### config.mk
export PLATFORM = sky130hd
export DESIGN_NAME = fetch_sequencer_flat
export DESIGN_NICKNAME = d
export VERILOG_FILES = /design/src/rtl/fetch_sequencer_if.sv /design/src/rtl/fetch_sequencer.sv /design/src/flat_wrapper.sv
export SDC_FILE = /design/constraint.sdc
export NUM_CORES = 1
export LEC_CHECK = 0
export BUFFER_PORTS_ARGS = -buffer_cell sky130_fd_sc_hd__buf_2
export CORE_MARGIN = 2
export CORE_UTILIZATION = 46
export CTS_CLUSTER_SIZE = 28
export DETAILED_ROUTE_END_ITERATION = 7
export PLACE_DENSITY = 0.81
export SETUP_SLACK_MARGIN = 0.02
export SYNTH_ARGS = -nofsm -noshare
export SYNTH_HDL_FRONTEND = slang
export SYNTH_SLANG_ARGS = --single-unit
### constraint.sdc
create_clock -name clk -period 1.9 [get_ports clk]
set_clock_uncertainty 0.2 [all_clocks]
set_input_delay 0.19 -clock clk [delete_from_list [all_inputs] [get_ports clk]]
set_output_delay 0.19 -clock clk [all_outputs]
set_load 0.005 [all_outputs]
### src/rtl/fetch_sequencer_if.sv
// +----------------------------------------------------------------------+
// | fetch_sequencer_if : control, ROM and display signals of the fetch   |
// |                      sequencer                                        |
// | Revision 1.0                                                          |
// +----------------------------------------------------------------------+
`default_nettype none

interface fetch_sequencer_if;
   logic        step;
   logic        run;
   logic [1:0]  select;
   logic [31:0] rom_data;
   logic [5:0]  rom_addr;
   logic        rom_en;
   logic [31:0] pc;
   logic [31:0] ir;
   logic        ir_valid;
   logic        busy;
   logic [7:0]  led;

   modport master (
      input  step, run, select, rom_data,
      output rom_addr, rom_en, pc, ir, ir_valid, busy, led
   );

   modport slave (
      output step, run, select, rom_data,
      input  rom_addr, rom_en, pc, ir, ir_valid, busy, led
   );
endinterface

`default_nettype wire

### src/rtl/fetch_sequencer.sv
// +----------------------------------------------------------------------+
// | fetch_sequencer : PC / IR owner that sequences synchronous ROM reads |
// |                   on Step pulses or a free-run timer                 |
// | Revision 1.0                                                          |
// +----------------------------------------------------------------------+
`default_nettype none

module fetch_sequencer #(
   parameter int          ROM_LAT  = 1,
   parameter int          RUN_DIV  = 25,
   parameter logic [31:0] PC_RESET = 32'h0
) (
   input  wire logic          clk,
   input  wire logic          rst_n,
   fetch_sequencer_if.master  bus
);

   localparam int         RUN_W    = $clog2(RUN_DIV);
   localparam logic [RUN_W-1:0] RUN_LAST = RUN_W'(RUN_DIV - 1);
   localparam logic [1:0] LAT_LAST = 2'(ROM_LAT - 1);

   typedef enum logic [1:0] {
      S_IDLE  = 2'd0,
      S_ISSUE = 2'd1,
      S_WAIT  = 2'd2
   } state_t;

   state_t           state_q, state_d;
   logic [1:0]       lat_q, lat_d;
   logic             pending_q, pending_d;
   logic [RUN_W-1:0] run_cnt_q, run_cnt_d;
   logic [31:0]      pc_q, pc_d;
   logic [31:0]      ir_q, ir_d;
   logic             ir_valid_q, ir_valid_d;
   logic             rom_en_q, rom_en_d;
   logic             busy_q, busy_d;
   logic [7:0]       led_q, led_d;
   logic             run_expire;

   always_comb begin
      state_d    = state_q;
      lat_d      = lat_q;
      pending_d  = pending_q;
      run_cnt_d  = run_cnt_q;
      pc_d       = pc_q;
      ir_d       = ir_q;
      ir_valid_d = 1'b0;
      led_d      = ir_q[{bus.select, 3'b000} +: 8];
      run_expire = bus.run && (state_q == S_IDLE) && (run_cnt_q == RUN_LAST);

      // The timer only advances while idle, so a fetch stretches the interval.
      if (!bus.run) begin
         run_cnt_d = '0;
      end else if (state_q == S_IDLE) begin
         run_cnt_d = run_expire ? '0 : run_cnt_q + RUN_W'(1);
      end

      case (state_q)
         S_IDLE: begin
            if (bus.step || pending_q || run_expire) begin
               state_d   = S_ISSUE;
               pending_d = 1'b0;
            end
         end
         S_ISSUE: begin
            state_d = S_WAIT;
            lat_d   = LAT_LAST;
            if (bus.step) pending_d = 1'b1;
         end
         S_WAIT: begin
            if (bus.step) pending_d = 1'b1;
            if (lat_q == 2'd0) begin
               state_d    = S_IDLE;
               ir_d       = bus.rom_data;
               pc_d       = pc_q + 32'd4;
               ir_valid_d = 1'b1;
            end else begin
               lat_d = lat_q - 2'd1;
            end
         end
         default: state_d = S_IDLE;
      endcase

      rom_en_d = (state_d == S_ISSUE);
      busy_d   = (state_d != S_IDLE);
   end

   always_ff @(posedge clk or negedge rst_n) begin
      if (!rst_n) begin
         state_q    <= S_IDLE;
         lat_q      <= 2'd0;
         pending_q  <= 1'b0;
         run_cnt_q  <= '0;
         pc_q       <= PC_RESET;
         ir_q       <= 32'h0;
         ir_valid_q <= 1'b0;
         rom_en_q   <= 1'b0;
         busy_q     <= 1'b0;
         led_q      <= 8'h0;
      end else begin
         state_q    <= state_d;
         lat_q      <= lat_d;
         pending_q  <= pending_d;
         run_cnt_q  <= run_cnt_d;
         pc_q       <= pc_d;
         ir_q       <= ir_d;
         ir_valid_q <= ir_valid_d;
         rom_en_q   <= rom_en_d;
         busy_q     <= busy_d;
         led_q      <= led_d;
      end
   end

   assign bus.rom_addr = pc_q[7:2];
   assign bus.rom_en   = rom_en_q;
   assign bus.pc       = pc_q;
   assign bus.ir       = ir_q;
   assign bus.ir_valid = ir_valid_q;
   assign bus.busy     = busy_q;
   assign bus.led      = led_q;

endmodule

`default_nettype wire

### src/flat_wrapper.sv
// flat-port wrapper written by rule: the top's interface ports become plain ports
module fetch_sequencer_flat 
#(
   parameter int          ROM_LAT  = 1,
   parameter int          RUN_DIV  = 25,
   parameter logic [31:0] PC_RESET = 32'h0
)
  (clk, rst_n, bus_step, bus_run, bus_select, bus_rom_data, bus_rom_addr, bus_rom_en, bus_pc, bus_ir, bus_ir_valid, bus_busy, bus_led);
  fetch_sequencer_if bus_i ();
  input  wire logic clk;
  input  wire logic rst_n;
  input wire logic [$bits(bus_i.step)-1:0] bus_step;
  input wire logic [$bits(bus_i.run)-1:0] bus_run;
  input wire logic [$bits(bus_i.select)-1:0] bus_select;
  input wire logic [$bits(bus_i.rom_data)-1:0] bus_rom_data;
  output wire logic [$bits(bus_i.rom_addr)-1:0] bus_rom_addr;
  output wire logic [$bits(bus_i.rom_en)-1:0] bus_rom_en;
  output wire logic [$bits(bus_i.pc)-1:0] bus_pc;
  output wire logic [$bits(bus_i.ir)-1:0] bus_ir;
  output wire logic [$bits(bus_i.ir_valid)-1:0] bus_ir_valid;
  output wire logic [$bits(bus_i.busy)-1:0] bus_busy;
  output wire logic [$bits(bus_i.led)-1:0] bus_led;
  assign bus_i.step = bus_step;
  assign bus_i.run = bus_run;
  assign bus_i.select = bus_select;
  assign bus_i.rom_data = bus_rom_data;
  assign bus_rom_addr = bus_i.rom_addr;
  assign bus_rom_en = bus_i.rom_en;
  assign bus_pc = bus_i.pc;
  assign bus_ir = bus_i.ir;
  assign bus_ir_valid = bus_i.ir_valid;
  assign bus_busy = bus_i.busy;
  assign bus_led = bus_i.led;
  fetch_sequencer #(.ROM_LAT(ROM_LAT), .RUN_DIV(RUN_DIV), .PC_RESET(PC_RESET)) u_core (.clk(clk), .rst_n(rst_n), .bus(bus_i));
endmodule
Word-level counts from Yosys, hierarchy flattened
Index checks and enable logic that the tools add are counted.

Flip-flop bits (word level): 85. Bits in latches: 0. Bits in writable memories: 0. Bits in read-only memories: 0. Input port bits: 38. Output and inout port bits: 81. Memories: 0.

Add/subtract/negate cells: 3. $mul: 0. Divide/modulo/power cells: 0. Order comparisons: 0. Equal/unequal tests: 8. Shift-type cells: 1. Multiplexer cells: 13. Bitwise logic cells: 0. Reductions and logical operators: 13.

Operator list (number): $add 32x3->32 const B (1); $shiftx 32x6->8 (1); $mux 5 (3); $mux 2 (3); $pmux 2 s3 (1); $reduce_bool 2->1 (3); $add 5x1->5 const B (1); $eq 5x5->1 const B (1); $eq 2x1->1 const B (2); $logic_not 2->1 (2); $mux 1 (4); $ne 2x1->1 const B (2); $ne 2x2->1 const B (2); $pmux 2 s2 (1); $reduce_and 2->1 (2); $reduce_and 3->1 (1); $eq 2x2->1 const B (1); $logic_and 1x1->1 (2); $logic_or 1x1->1 (2); $pmux 1 s2 (1); $reduce_or 2->1 (1); $sub 2x1->2 const B (1).

Longest topological paths before layout
Depth in word-level cells: 7. Depth in mapped cells: 7. Gate-level depth less buffers: 7.

Worst setup path before layout
No wires, ideal clock.

Path type: flip-flop to flip-flop. From: register u_core.state_q[0]. To: register u_core.pc_q[30], in the netlist u_core.bus.pc[30]. Library setup time: 0.079 ns. Data arrival time: 1.577 ns. Data required time: 1.621 ns. Slack: 0.044 ns. Stages on the path, launching flop included: 7. Path buffers: 0. Cells stage by stage: dfrtp_1 -> inv_1 -> ha_1 -> nand3_4 -> nor4_4 -> and4_1 -> xor2_1.

Cells in the longest elaborated chain, start to end: 2.

RTL lines: start, declared (line fetch_sequencer.sv:28) `state_t state_q, state_d;`; start signal, assigned (line fetch_sequencer.sv:101) `state_q <= state_d;`; $eq 2x2->1 (line fetch_sequencer.sv:58) `case (state_q)`; $reduce_and 2->1 (no source line); end signal, assigned (line fetch_sequencer.sv:105) `pc_q <= pc_d;`; end, declared (line fetch_sequencer.sv:32) `logic [31:0] pc_q, pc_d;`.

No other way between the ends. A chain may end at the register's enable or synchronous reset.

Worst setup path after layout
From: register u_core.state_q[0]. To: register u_core.pc_q[14], in the netlist u_core.bus.pc[14].

Same word-level chain as after synthesis.

==> results_tabular.tex <==
\begin{tabular}{lr}
\hline
Metric & Value \\
\hline
\multicolumn{2}{l}{\textbf{Logic synthesis}} \\
\quad Combinational family with the most area after synthesis & multiplexers \\
\quad Number of unique standard cell types used by synthesis & 43 \\
\quad Area fraction in and, or, nand and nor cells after synthesis & 12.1\% \\
\quad Count of flip-flops with a built-in enable after synthesis & 0 \\
\quad Fraction of the mapped netlist area in compound gates & 3.21\% \\
\quad Synthesis-stage register bit count & 83 \\
\quad Netlist area before placement & 0.00370 mm² \\
\quad Post-Syn Instances & 277 \\
\quad Sequential element share of the synthesized area & 56.2\% \\
\quad Parity-gate share of the synthesized area counting xor and xnor cells & $\sim$6.9\% \\
\quad Adder and majority gate portion of the synthesized area & $\sim$2.7\% \\
\quad Average cell area after synthesis & 13.3 µm² \\
\quad Proportion of synthesized area in mux cells & between 10\% and 20\% \\
\quad Async set-or-reset flop fraction in the synthesized netlist & 100\% \\
\quad Count of warnings emitted by yosys & 0 \\
\quad Top FF cell, synth & sky130\_fd\_sc\_hd\_\_dfrtp\_1 \\
\multicolumn{2}{l}{\textbf{Timing}} \\
\quad Final min period & 1820 ps \\
\quad Highest achievable clock rate & 551 MHz \\
\quad Max Transition Viols Final & 0 \\
\quad Final period util & around 96\% \\
\quad Fin. Hold Viols & 0 \\
\quad Setup-failing EPs final & 0 \\
\quad Worst hold margin & approximately 63 ps \\
\quad Unrepaired setup endpoints after global routing & true \\
\quad Worst setup slack after layout & approximately 85 ps \\
\quad Sum of negative setup slack & 0 ps \\
\multicolumn{2}{l}{\textbf{Place}} \\
\quad Number of I/O port buffers & 116 \\
\quad Global placement routability congestion & 0.856 \\
\quad Count of placed standard cells including taps & slightly above 500 \\
\quad Cell area reported after detailed placement & 0.00453 mm² \\
\quad Final HPWL DP & 6070 µm \\
\quad Minimum setup slack after placement & -80.7 ps \\
\multicolumn{2}{l}{\textbf{Die}} \\
\quad Initial Util & 47.6\% \\
\quad Number of rows in the core area & 32 \\
\quad Horizontal die dimension & 93.7 µm \\
\quad Placeable core area & $\sim$0.0078 mm² \\
\quad I/O pin total & 119 \\
\quad Die Footprint & slightly below 0.009 mm² \\
\quad DIE HEIGHT & 93.7 µm \\
\multicolumn{2}{l}{\textbf{Final layout}} \\
\quad Multi-input logic area & 0.00156 mm² \\
\quad Fill count & 594 \\
\quad Synth-to-layout area growth & 41.7\% \\
\quad Commonest non-fill, non-tap cell in the layout & sky130\_fd\_sc\_hd\_\_buf\_2 \\
\quad Share of layout cells above drive strength 1 & 49.5\% \\
\quad Antenna cells & 0 \\
\quad Final-stage net count & 506 \\
\quad Final non-filler cell area & 0.00524 mm² \\
\quad End-of-flow core utilization & $\sim$67\% \\
\quad Commonest cells after routing, fill and taps aside & sky130\_fd\_sc\_hd\_\_buf\_2 (115), sky130\_fd\_sc\_hd\_\_dfrtp\_1 (80), sky130\_fd\_sc\_hd\_\_dlygate4sd3\_1 (35) \\
\quad Storage element area & 0.00208 mm² \\
\quad Number of non-filler instances in the completed layout & 567 \\
\multicolumn{2}{l}{\textbf{CTS}} \\
\quad Clock buffer count from CTS & 9 \\
\quad Clock Tree Root & sky130\_fd\_sc\_hd\_\_clkbuf\_8 \\
\quad Worst-skew pair later-pin latency & 350 ps \\
\quad H-tree level count & 3 \\
\quad Maximum clock insertion buffer count & 2 \\
\quad Clock tree from TritonCTS & built \\
\quad Reg clk slew, reported paths & 80 ps \\
\quad TritonCTS sink count & 83 \\
\multicolumn{2}{l}{\textbf{GRT}} \\
\quad Initial antenna violation count & 0 \\
\quad Global-route wire length before repair & 13900 µm \\
\quad Number of global-route vias before repair & roughly 2800 \\
\quad Pin count of the biggest net entering global routing & 48 \\
\quad GRT Util Overall & 20.6\% \\
\quad Remaining Overflow, GRT & 0 \\
\multicolumn{2}{l}{\textbf{Worst setup path}} \\
\quad Max stage delay cell, worst path & sky130\_fd\_sc\_hd\_\_dfrtp\_1 \\
\quad Stages on the worst setup path & 7 \\
\quad Buf+Inv Stages, Crit Path & 2 \\
\quad Critical path endpoint & u\_core.bus.pc[14]\$\_DFFE\_PN0P\_ \\
\quad Startpoint type of the worst setup path & register \\
\quad Chain of cells forming the critical path & inv\_2 > ha\_4 > nand3\_4 > nor4\_1 > buf\_4 > nand3\_1 > xnor2\_1 \\
\quad Reg2Reg Launch Point & u\_core.state\_q[0]\$\_DFF\_PN0\_ \\
\quad Critical R2R Capture & u\_core.bus.pc[14]\$\_DFFE\_PN0P\_ \\
\quad Crit Path Category & register to register \\
\quad Data required time at the worst endpoint & roughly 1900 ps \\
\quad Worst EP arrival & 1860 ps \\
\quad Largest driver fanout on the critical path & 8 \\
\quad Setup slack, reg-to-reg & 80 ps \\
\quad Peak per-stage delay on the critical path & 400 ps \\
\quad Critical path startpoint & u\_core.state\_q[0]\$\_DFF\_PN0\_ \\
\quad CP delay by family, top & simple AND/OR/NAND/NOR gates \\
\quad Kind of end point of the critical path & register \\
\quad Path depth of the worst reg2reg path & 7 \\
\multicolumn{2}{l}{\textbf{Detailed routing}} \\
\quad Count of routing violations after the opening detailed-route iteration & 75 \\
\quad Antenna viol nets, final & 0 \\
\quad Wire per inst & 15.5 µm \\
\quad Initial DRT Pass Iterations & 4 \\
\quad \# DRC & 0 \\
\quad Number of vias per cell & 5.01 \\
\quad Detailed-route wire length & 8810 µm \\
\quad Via count & approximately 2800 \\
\multicolumn{2}{l}{\textbf{Outcome}} \\
\quad Outcome & completed \\
\multicolumn{2}{l}{\textbf{Worst hold path}} \\
\quad Startpoint of the lowest-slack hold path & bus\_step \\
\quad Worst min-delay path class & primary input to register \\
\multicolumn{2}{l}{\textbf{Job}} \\
\quad Total of max-cap violations & 0 \\
\multicolumn{2}{l}{\textbf{Power}} \\
\quad Largest voltage drop on the vdd net & approximately 0.00084 V \\
\quad Leakage power summed over all cells & around 2.6 nW \\
\quad Power consumption & 6.46 mW \\
\quad Power per unit of standard cell area & 1230 mW/mm² \\
\hline
\end{tabular}
## what timing repair did
action / CTS / global route
resized for setup: 5 / 15
hold buffers: 35 / 0
pin swaps: 2 / 9
endpoints found under the setup margin: 13 / 25
cloned: 0 / 0
hold endpoints to repair: 120 / 0
setup buffers: 1 / 10
## final cells by class
cell class | instances | area share, %
clock buffers | 9 | 2.36
clock inverters | 7 | 1.46
inverters | 10 | 0.717
multi-input cells | 171 | 29.8
flip-flops and latches | 83 | 39.7
well taps | 102 | 2.44
repair buffers | 185 | 23.5
## metal layers
metal | routed length (µm) | global-route usage [%]
met1 | 3600 | 25.6
met5 | 0 | 0
met4 | 189 | 7.97
met3 | 404 | 4.33
met2 | 4610 | 35.3
## synthesized netlist by cell type (6+ instances only)
cell | number | area, µm²
sky130_fd_sc_hd__nor2_1 | 10 | 37.5
sky130_fd_sc_hd__nand3_1 | 13 | 65.1
sky130_fd_sc_hd__nand4_1 | 8 | 50.1
sky130_fd_sc_hd__xor2_1 | 8 | 70.1
sky130_fd_sc_hd__buf_4 | 8 | 60.1
sky130_fd_sc_hd__mux4_2 | 8 | 180
sky130_fd_sc_hd__xnor2_1 | 21 | 184
sky130_fd_sc_hd__dfrtp_1 | 83 | 2080
sky130_fd_sc_hd__nor2b_1 | 6 | 37.5
sky130_fd_sc_hd__nand2_1 | 11 | 41.3
sky130_fd_sc_hd__inv_1 | 9 | 33.8
sky130_fd_sc_hd__and3_1 | 6 | 37.5
sky130_fd_sc_hd__mux2_2 | 33 | 372
sky130_fd_sc_hd__ha_1 | 8 | 100
## kinds of logic after synthesis
group / Yosys count
DFF: 83
and+or+nand+nor: 72
muxes: 43
xor gates and xnor gates: 29
buffers and inverters: 24
AOI/OAI and AO/OA: 17
adders and majority gates: 8
other: 1
## flip-flops by register name (all words and copies together), names as in the netlist
name                 count
u_core.bus.busy          1
u_core.bus.ir           32
u_core.bus.ir_valid      1
u_core.bus.led           8
u_core.bus.pc           30
u_core.bus.rom_en        1
u_core.lat_q             2
u_core.pending_q         1
u_core.run_cnt_q         5
u_core.state_q           2
## where the power goes
part / total (mW) / internal, mW / switching (mW)
sequential: 2.77 / 2.35 / 0.422
clock: 1.28 / 0.616 / 0.660
combinational: 2.42 / 1.42 / 1.00
## worst min-delay path: cells and delay by family
kind | cells | cell delay (ps)
buffers and inverters | 1 | 120
AND/OR/NAND/NOR | 1 | 130
AO/OA/AOI/OAI | 1 | 140
## worst min path at each step
stage / end / slack (ps) / cells after the start
after CTS: u_core.pending_q$_DFFE_PN0P_ / 30 / 3
after floorplan: u_core.bus.busy$_DFF_PN0_ / -310 / 0
after global routing: u_core.bus.led[7]$_DFF_PN0_ / 60 / 2
final: u_core.pending_q$_DFFE_PN0P_ / 60 / 3
after detailed placement: u_core.bus.pc[15]$_DFFE_PN0P_ / -190 / 1
after global placement: u_core.bus.pc[12]$_DFFE_PN0P_ / -190 / 1
Note: power is estimated with default switching activity, not from simulation.
